$ cat config.mk
export PLATFORM = sky130hd
export DESIGN_NAME = tl_phase_scheduler
export DESIGN_NICKNAME = d
export VERILOG_FILES = /design/src/rtl/tl_pkg.sv /design/src/rtl/tl_phase_timer.sv /design/src/rtl/tl_phase_scheduler.sv
export SDC_FILE = /design/constraint.sdc
export NUM_CORES = 1
export LEC_CHECK = 0
export CORE_MARGIN = 8
export CORE_UTILIZATION = 45
export DETAILED_ROUTE_END_ITERATION = 8
export DONT_BUFFER_PORTS = 1
export PLACE_DENSITY = 0.68
export SYNTH_ARGS = -nofsm -noshare
export SYNTH_HDL_FRONTEND = slang
export SYNTH_SLANG_ARGS = --single-unit
$ cat constraint.sdc
create_clock -name clk -period 2.1 [get_ports clk]
set_input_delay 0.42 -clock clk [delete_from_list [all_inputs] [get_ports clk]]
set_output_delay 0.42 -clock clk [all_outputs]
set_load 0.02 [all_outputs]
$ cat src/rtl/tl_pkg.sv
// Shared definitions for the timed two-road phase scheduler.
// Contents: lamp encodings, FSM state codes (3-bit), next-direction type.
package tl_pkg;

  localparam int unsigned STATE_W = 3;

  localparam logic [1:0] LAMP_GREEN  = 2'b00;
  localparam logic [1:0] LAMP_YELLOW = 2'b01;
  localparam logic [1:0] LAMP_RED    = 2'b10;

  typedef enum logic [STATE_W-1:0] {
    S_AG     = 3'd0,
    S_AY     = 3'd1,
    S_BG     = 3'd2,
    S_BY     = 3'd3,
    S_ALLRED = 3'd4,
    S_WALK   = 3'd5
  } state_t;

  // Road that receives green after the next all-red/walk interval.
  typedef enum logic {
    DIR_A = 1'b0,
    DIR_B = 1'b1
  } dir_t;

endpackage

$ cat src/rtl/tl_phase_timer.sv
// Phase timer: counts cycles spent in the current phase.
// Ports:
//   clk   - system clock, rising edge
//   reset - synchronous active-high reset, clears the count
//   clear - synchronous clear, asserted on the cycle of a state change
//   cnt   - cycles elapsed in the phase, saturating at all-ones
module tl_phase_timer #(
  parameter int unsigned CW = 4
) (
  input  logic          clk,
  input  logic          reset,
  input  logic          clear,
  output logic [CW-1:0] cnt
);

  always_ff @(posedge clk) begin
    if (reset || clear) begin
      cnt <= '0;
    end else if (cnt != '1) begin
      cnt <= cnt + CW'(1);
    end
  end

endmodule

$ cat src/rtl/tl_phase_scheduler.sv
// Timed phase scheduler for a two-road intersection with a latched
// pedestrian walk phase. Roads A/B cycle through green, yellow and
// all-red with minimum/maximum green times driven by sensors Ta/Tb.
// Ports:
//   clk     - system clock, rising edge
//   reset   - synchronous active-high reset
//   Ta, Tb  - traffic present on road A / road B
//   ped_req - pedestrian button (level or pulse), sampled every cycle
//   La, Lb  - road A / road B lamp (00 green, 01 yellow, 10 red)
//   walk    - pedestrian walk lamp
//   phase   - current state code, for visibility
module tl_phase_scheduler
  import tl_pkg::*;
#(
  parameter int unsigned T_MIN_GREEN = 4,
  parameter int unsigned T_MAX_GREEN = 12,
  parameter int unsigned T_YELLOW    = 2,
  parameter int unsigned T_ALL_RED   = 1,
  parameter int unsigned T_WALK      = 5,
  parameter int unsigned CW          = 4
) (
  input  logic               clk,
  input  logic               reset,
  input  logic               Ta,
  input  logic               Tb,
  input  logic               ped_req,
  output logic [1:0]         La,
  output logic [1:0]         Lb,
  output logic               walk,
  output logic [STATE_W-1:0] phase
);

  // Last count value of each timed interval.
  localparam logic [CW-1:0] MIN_LAST  = CW'(T_MIN_GREEN - 1);
  localparam logic [CW-1:0] MAX_LAST  = CW'(T_MAX_GREEN - 1);
  localparam logic [CW-1:0] YEL_LAST  = CW'(T_YELLOW - 1);
  localparam logic [CW-1:0] AR_LAST   = CW'(T_ALL_RED - 1);
  localparam logic [CW-1:0] WALK_LAST = CW'(T_WALK - 1);

  state_t        state, state_nx;
  dir_t          next_dir, next_dir_nx;
  logic          ped_pend;
  logic          state_change;
  logic          walk_entry;
  logic [CW-1:0] cnt;

  tl_phase_timer #(
    .CW(CW)
  ) u_timer (
    .clk   (clk),
    .reset (reset),
    .clear (state_change),
    .cnt   (cnt)
  );

  always_ff @(posedge clk) begin
    if (reset) begin
      state    <= S_AG;
      next_dir <= DIR_B;
    end else begin
      state    <= state_nx;
      next_dir <= next_dir_nx;
    end
  end

  // A new request arriving on the walk-entry cycle wins over the clear,
  // so it is served in the following round.
  always_ff @(posedge clk) begin
    if (reset) begin
      ped_pend <= 1'b0;
    end else if (ped_req) begin
      ped_pend <= 1'b1;
    end else if (walk_entry) begin
      ped_pend <= 1'b0;
    end
  end

  always_comb begin
    state_nx    = state;
    next_dir_nx = next_dir;
    case (state)
      S_AG: begin
        if (cnt >= MIN_LAST && (Tb || ped_pend) && (!Ta || cnt >= MAX_LAST)) begin
          state_nx = S_AY;
        end
      end
      S_AY: begin
        if (cnt == YEL_LAST) begin
          state_nx    = S_ALLRED;
          next_dir_nx = DIR_B;
        end
      end
      S_BG: begin
        if (cnt >= MIN_LAST && (Ta || ped_pend) && (!Tb || cnt >= MAX_LAST)) begin
          state_nx = S_BY;
        end
      end
      S_BY: begin
        if (cnt == YEL_LAST) begin
          state_nx    = S_ALLRED;
          next_dir_nx = DIR_A;
        end
      end
      S_ALLRED: begin
        if (cnt == AR_LAST) begin
          if (ped_pend) begin
            state_nx = S_WALK;
          end else if (next_dir == DIR_B) begin
            state_nx = S_BG;
          end else begin
            state_nx = S_AG;
          end
        end
      end
      S_WALK: begin
        if (cnt == WALK_LAST) begin
          if (next_dir == DIR_B) begin
            state_nx = S_BG;
          end else begin
            state_nx = S_AG;
          end
        end
      end
      default: begin
        state_nx    = S_ALLRED;
        next_dir_nx = DIR_A;
      end
    endcase
  end

  assign state_change = (state_nx != state);
  assign walk_entry   = (state_nx == S_WALK) && (state != S_WALK);

  always_comb begin
    La   = LAMP_RED;
    Lb   = LAMP_RED;
    walk = 1'b0;
    case (state)
      S_AG:    La   = LAMP_GREEN;
      S_AY:    La   = LAMP_YELLOW;
      S_BG:    Lb   = LAMP_GREEN;
      S_BY:    Lb   = LAMP_YELLOW;
      S_WALK:  walk = 1'b1;
      default: ;
    endcase
  end

  assign phase = state;

endmodule

== After elaboration in Yosys (flattened, before gate mapping) ==
Index checks and enable logic that the tools add are counted.
Storage, ports and cells
  flip-flop bits (word level): 9
  latch bits: 0
  bits in writable memories: 0
  ROM bits: 0
  bits of input ports: 5
  output and inout port bits: 8
  word-level logic and storage cells: 55
  memories: 0
Operators by class
  add/sub/neg operators: 1
  multipliers: 0
  div/mod/pow operators: 0
  order comparisons: 2
  equality and inequality tests: 13
  shift-type cells: 0
  mux-type cells: 16
  bitwise gates (word level): 1
  reduce and logical (&&, ||, !) cells: 18
Operators by type and width (count)
  $mux 3: 6
  $pmux 3 s5: 1
  $eq 3x3->1 const B: 3
  $pmux 2 s2: 2
  $eq 3x2->1 const B: 2
  $logic_and 1x1->1: 5
  $logic_or 1x1->1: 5
  $mux 1: 5
  $add 4x1->4 const B: 1
  $eq 4x1->1 const B: 1
  $eq 4x3->1 const B: 1
  $ge 4x2->1 const B: 1
  $ge 4x4->1 const B: 1
  $logic_not 4->1: 1
  $ne 2x2->1 const B: 2
  $ne 4x4->1 const B: 1
  $reduce_or 4->1: 1
  $eq 3x1->1 const B: 1
  $logic_not 3->1: 1
  $ne 3x3->1: 1
  $ne 3x3->1 const B: 1
  $pmux 1 s3: 1
  $reduce_and 3->1: 1
  $logic_not 1->1: 2
  other kinds (4): 4

== Longest topological paths before layout ==
  word-level depth: 9
  gate-level depth with buffers: 7
  mapped depth without buffers: 7

== Hierarchy ==
Synthesis repeated with hierarchy kept, for this count alone.
Unflattened totals
  cell total of the unflattened synthesis: 78
  area, all modules: 651.9 µm²
Modules (own cells, without submodules)
  tl_phase_scheduler: times used 1, cells each 59, area an instance 454.2 µm², seq. area each 100.1 µm²
  tl_phase_timer: times used 1, cells each 19, area an instance 197.7 µm², seq. area each 80.1 µm²

== Least setup slack after synthesis ==
No wires, ideal clock.
  kind: register to register
  start: register state[1], in the netlist phase[1]
  end: register u_timer.cnt[3]
  library setup time: 0.124 ns
  arrival: 1.650 ns
  required time: 1.976 ns
  slack: 0.326 ns
  cell stages (with the launch flop): 7
  cells stage by stage: dfxtp_1 buf_6 mux2_4 a211o_1 o21ai_2 a311oi_2 nor3b_2
Between the ends
  cells in the longest elaborated chain, start to end: 5
Ends and longest elaborated chain
  start, declared: line tl_phase_scheduler.sv:40  | state_t state, state_nx;
  start signal, assigned: line tl_phase_scheduler.sv:61  | state <= state_nx;
  $eq 3x2->1 / $eq 3x1->1 (equally long branches): line tl_phase_scheduler.sv:81  | case (state)
  $reduce_or 2->1 (no source line)
  $pmux 3 s5: line tl_phase_scheduler.sv:81
  $ne 3x3->1 (*): line tl_phase_scheduler.sv:131  | assign state_change = (state_nx != state);
  $logic_or 1x1->1 (*): line tl_phase_timer.sv:17  | if (reset || clear) begin
  end signal, assigned: line tl_phase_timer.sv:20  | cnt <= cnt + CW'(1);
  end, declared: line tl_phase_timer.sv:13  | output logic [CW-1:0] cnt
Every way passes the cells marked *; elsewhere a longest branch is shown, timed or not.
A chain may end at the register's enable or synchronous reset.

== Worst setup path after layout ==
  start: register state[1], in the netlist phase[1]
  end: output La[0]
Between the ends
  cells in the longest elaborated chain, start to end: 2
Ends and longest elaborated chain
  $eq 3x1->1 / $logic_not 3->1 (equally long branches): line tl_phase_scheduler.sv:138  | case (state)
  $pmux 2 s2 (*): line tl_phase_scheduler.sv:138
  end, declared: line tl_phase_scheduler.sv:27  | output logic [1:0] La,
Marked as above.

==> flow_metrics.env <==
export IMPL_status="finished, final reports clean"
export IMPL_nFillCells=130
export IMPL_post_cts_repair_setup_buffers=0
export IMPL_p_int_mw=0.288
export IMPL_clk_pin_slew_ps=60
export IMPL_rr_startpoint="u_timer.cnt[0]"
export IMPL_finalNonFillerCells=95
export IMPL_vias_per_cell=5.74
export IMPL_drt_first_iter_violations=27
export IMPL_vdd_drop_max_mv=0.356
export IMPL_diodes=0
export IMPL_synth_seq_cells=9
export IMPL_crit_cells=4
export IMPL_insertion_delay_ps=260
export IMPL_cts_buffers=3
export IMPL_drive_above_1_share_pct=16.3
export IMPL_setup_viol_count_final=0
export IMPL_cts_resized=0
export IMPL_critical_path_required_ps=1680
export IMPL_ff2ff_path_depth=6
export IMPL_synth_top_area_share_pct=29.4
export IMPL_pwr_share_comb_pct=18.4
export IMPL_startpoint_type="flop"
export IMPL_drc=0
export IMPL_crit_path_end_kind="output port"
export IMPL_h_tree_depth=1
export IMPL_max_cap_violations=0
export IMPL_clock_sinks=9
export IMPL_numPortBuffers=0
export IMPL_grt_pass1_vias=504
export IMPL_place_gp_congestion=0.758
export IMPL_synthCells=75
export IMPL_path_class="flop to output port"
export IMPL_startpoint="phase[1]"
export IMPL_avgRoutedWirePerCell_um=14.2
export IMPL_layout_nets=89
export IMPL_cp_common_cell="nor2_1"
export IMPL_worst_path_max_delay_cell="nor2_1"
export IMPL_synth_area_leader_cell="dfxtp_1"
export IMPL_dp_hpwl_um=1020
export IMPL_p_switching_mw=0.117
export IMPL_num_rows=13
export IMPL_slew_headroom_pct=73.1
export IMPL_crit_family="simple AND/OR/NAND/NOR gates"
export IMPL_dp_cells=91
export IMPL_ctsHoldBuffers=0
export IMPL_worstMarginPinSlew_ps=401
export IMPL_io_pins=13
export IMPL_layout_commonest_cell="dfxtp_1"
export IMPL_synth_area_per_cell_um2=8.16
export IMPL_syn_to_final_growth_pct=9.20
export IMPL_grt_pass1_wl_um=2220
export IMPL_antenna_found_initial=0
export IMPL_grt_usage_pct=10.3
export IMPL_synth_cell_types=35
export IMPL_hold_violations=0
export IMPL_layout_common_cells="9 x dfxtp_1, 7 x nor2_1, 6 x inv_1, 5 x buf_4"
export IMPL_first_pass_iters=4
export IMPL_path_max_fanout=9
export IMPL_cts_tree="built"
export IMPL_critPathMaxStageDelay_ps=340
export IMPL_synth_nets=83
export IMPL_whs_ps=219
export IMPL_p_leak_nw=0.263
export IMPL_initial_core_util_pct=47.6
export IMPL_post_route_util_pct=52.0
export IMPL_final_cell_area_um2=668
export IMPL_cts_path_max_buffers=2
export IMPL_ant_nets=0
export IMPL_core_area_um2=1280
export IMPL_clkPwrFrac_pct=33.2
export IMPL_path_cells="buf_4, nor2_1, inv_1, nor2_1"
export IMPL_hold_class="input pin to flop"
export IMPL_grt_max_degree=13
export IMPL_die_h_um=52.9
export IMPL_holdPathStages=1
export IMPL_rsz0062_at_grt="false"
export IMPL_rrSetupSlack_ps=330
export IMPL_yosysWarnings=0
export IMPL_cts_root_buf="clkbuf_4"
export IMPL_timing_final_crit_share_pct=86.7
export IMPL_sw_frac_of_total_pct=28.9
export IMPL_dr_total_vias=545
export IMPL_hold_start="reset"
export IMPL_placed_cell_area_um2=642
export IMPL_slew_violations=0
export IMPL_grt_ovfl_total=0
export IMPL_arrival_ps=1400
export IMPL_fmaxAchievable_mhz=549
export IMPL_drt_wl_total_um=1350
export IMPL_finClkSkew_ps=2.64
export IMPL_ys_top_cells_by_area="dfxtp_1 29%, ha_1 6.1%, nor2_1 4.3%"
export IMPL_crit_buf_inv=2
export IMPL_syn_area_um2=612
export IMPL_fin_crit_ps=1820
export IMPL_tns_ps=0
export IMPL_die_area_um2=2800
export IMPL_yosysSeqAreaShare_pct=29.4
export IMPL_chipWidth_um=52.9
export IMPL_power_density_nw_per_um2=606
export IMPL_seqPwrFrac_pct=48.5
[kinds of logic after synthesis]
group / synth area share, %
flip-flops: 29.4
AND/OR/NAND/NOR: 25.6
adder cells (fa/ha/maj): 6.14
multiplexers: 5.73
buffers and inverters: 7.97
XOR/XNOR: 1.43
AO/OA/AOI/OAI: 23.7
[worst paths after layout]
path | to
min | phase[0]
min reg2reg | next_dir
max reg2reg | u_timer.cnt[3]
max | La[0]
[area by class of cell]
cell class / instances / area [um^2] / share of cell area [%]
clock buffers: 4 / 26.3 / 3.93
inverters: 6 / 22.5 / 3.37
multi-input cells: 56 / 383 / 57.3
flip-flops and latches: 9 / 180 / 27.0
well taps: 15 / 18.8 / 2.81
repair buffers: 5 / 37.5 / 5.62
[power by group through the flow]
| stage | Clock [mW] | Combinational, mW | Sequential [mW] |
|---|---|---|---|
| finish | 0.134 | 0.0743 | 0.196 |
| detailed placement | 0 | 0.0737 | 0.200 |
| floorplan | 0 | 0.0668 | 0.193 |
| global route | 0.150 | 0.0839 | 0.199 |
| global placement | 0 | 0.0725 | 0.199 |
| CTS | 0.138 | 0.0746 | 0.196 |
[Yosys cell counts]
cell type,count
nor3_1,3
nor3b_1,1
o211a_1,1
dfxtp_1,9
buf_6,1
nand4_1,1
nand3_1,4
o2111ai_1,1
nand3b_1,1
mux2i_1,2
a211oi_1,1
buf_2,2
o21ai_0,4
o2bb2a_1,1
a31oi_1,2
nand2_1,4
a41oi_1,1
o21ai_2,1
a21o_1,1
nor2b_1,1
a21oi_1,4
or3_1,1
nor2_1,7
inv_1,6
and2_1,2
mux2_4,1
ha_1,3
a311oi_2,1
clkbuf_2,1
nor3b_2,1
o211ai_1,1
nor2b_2,1
xnor2_1,1
a211o_1,1
nand2b_1,2
[routing by layer]
metal / global-route usage (%) / part of all wire (%)
met1: 13.2 / 44
met2: 14.1 / 41
met3: 4.76 / 12
met4: 5.17 / 1.9
met5: 0 / 0
[flip-flops by register name, summed over array words and instances, names as in the netlist]
| name | cells |
|---|---|
| next_dir | 1 |
| ped_pend | 1 |
| phase | 3 |
| u_timer.cnt | 4 |
[through the flow]
step | setup WS [ps] | power [mW]
4_1_cts | 252 | 0.409
3_5_place_dp | 353 | 0.273
6_report | 278 | 0.405
2_1_floorplan | 326 | 0.260
3_3_place_gp | 439 | 0.271
5_1_grt | 154 | 0.433
Note: power is estimated with default switching activity, not from simulation.
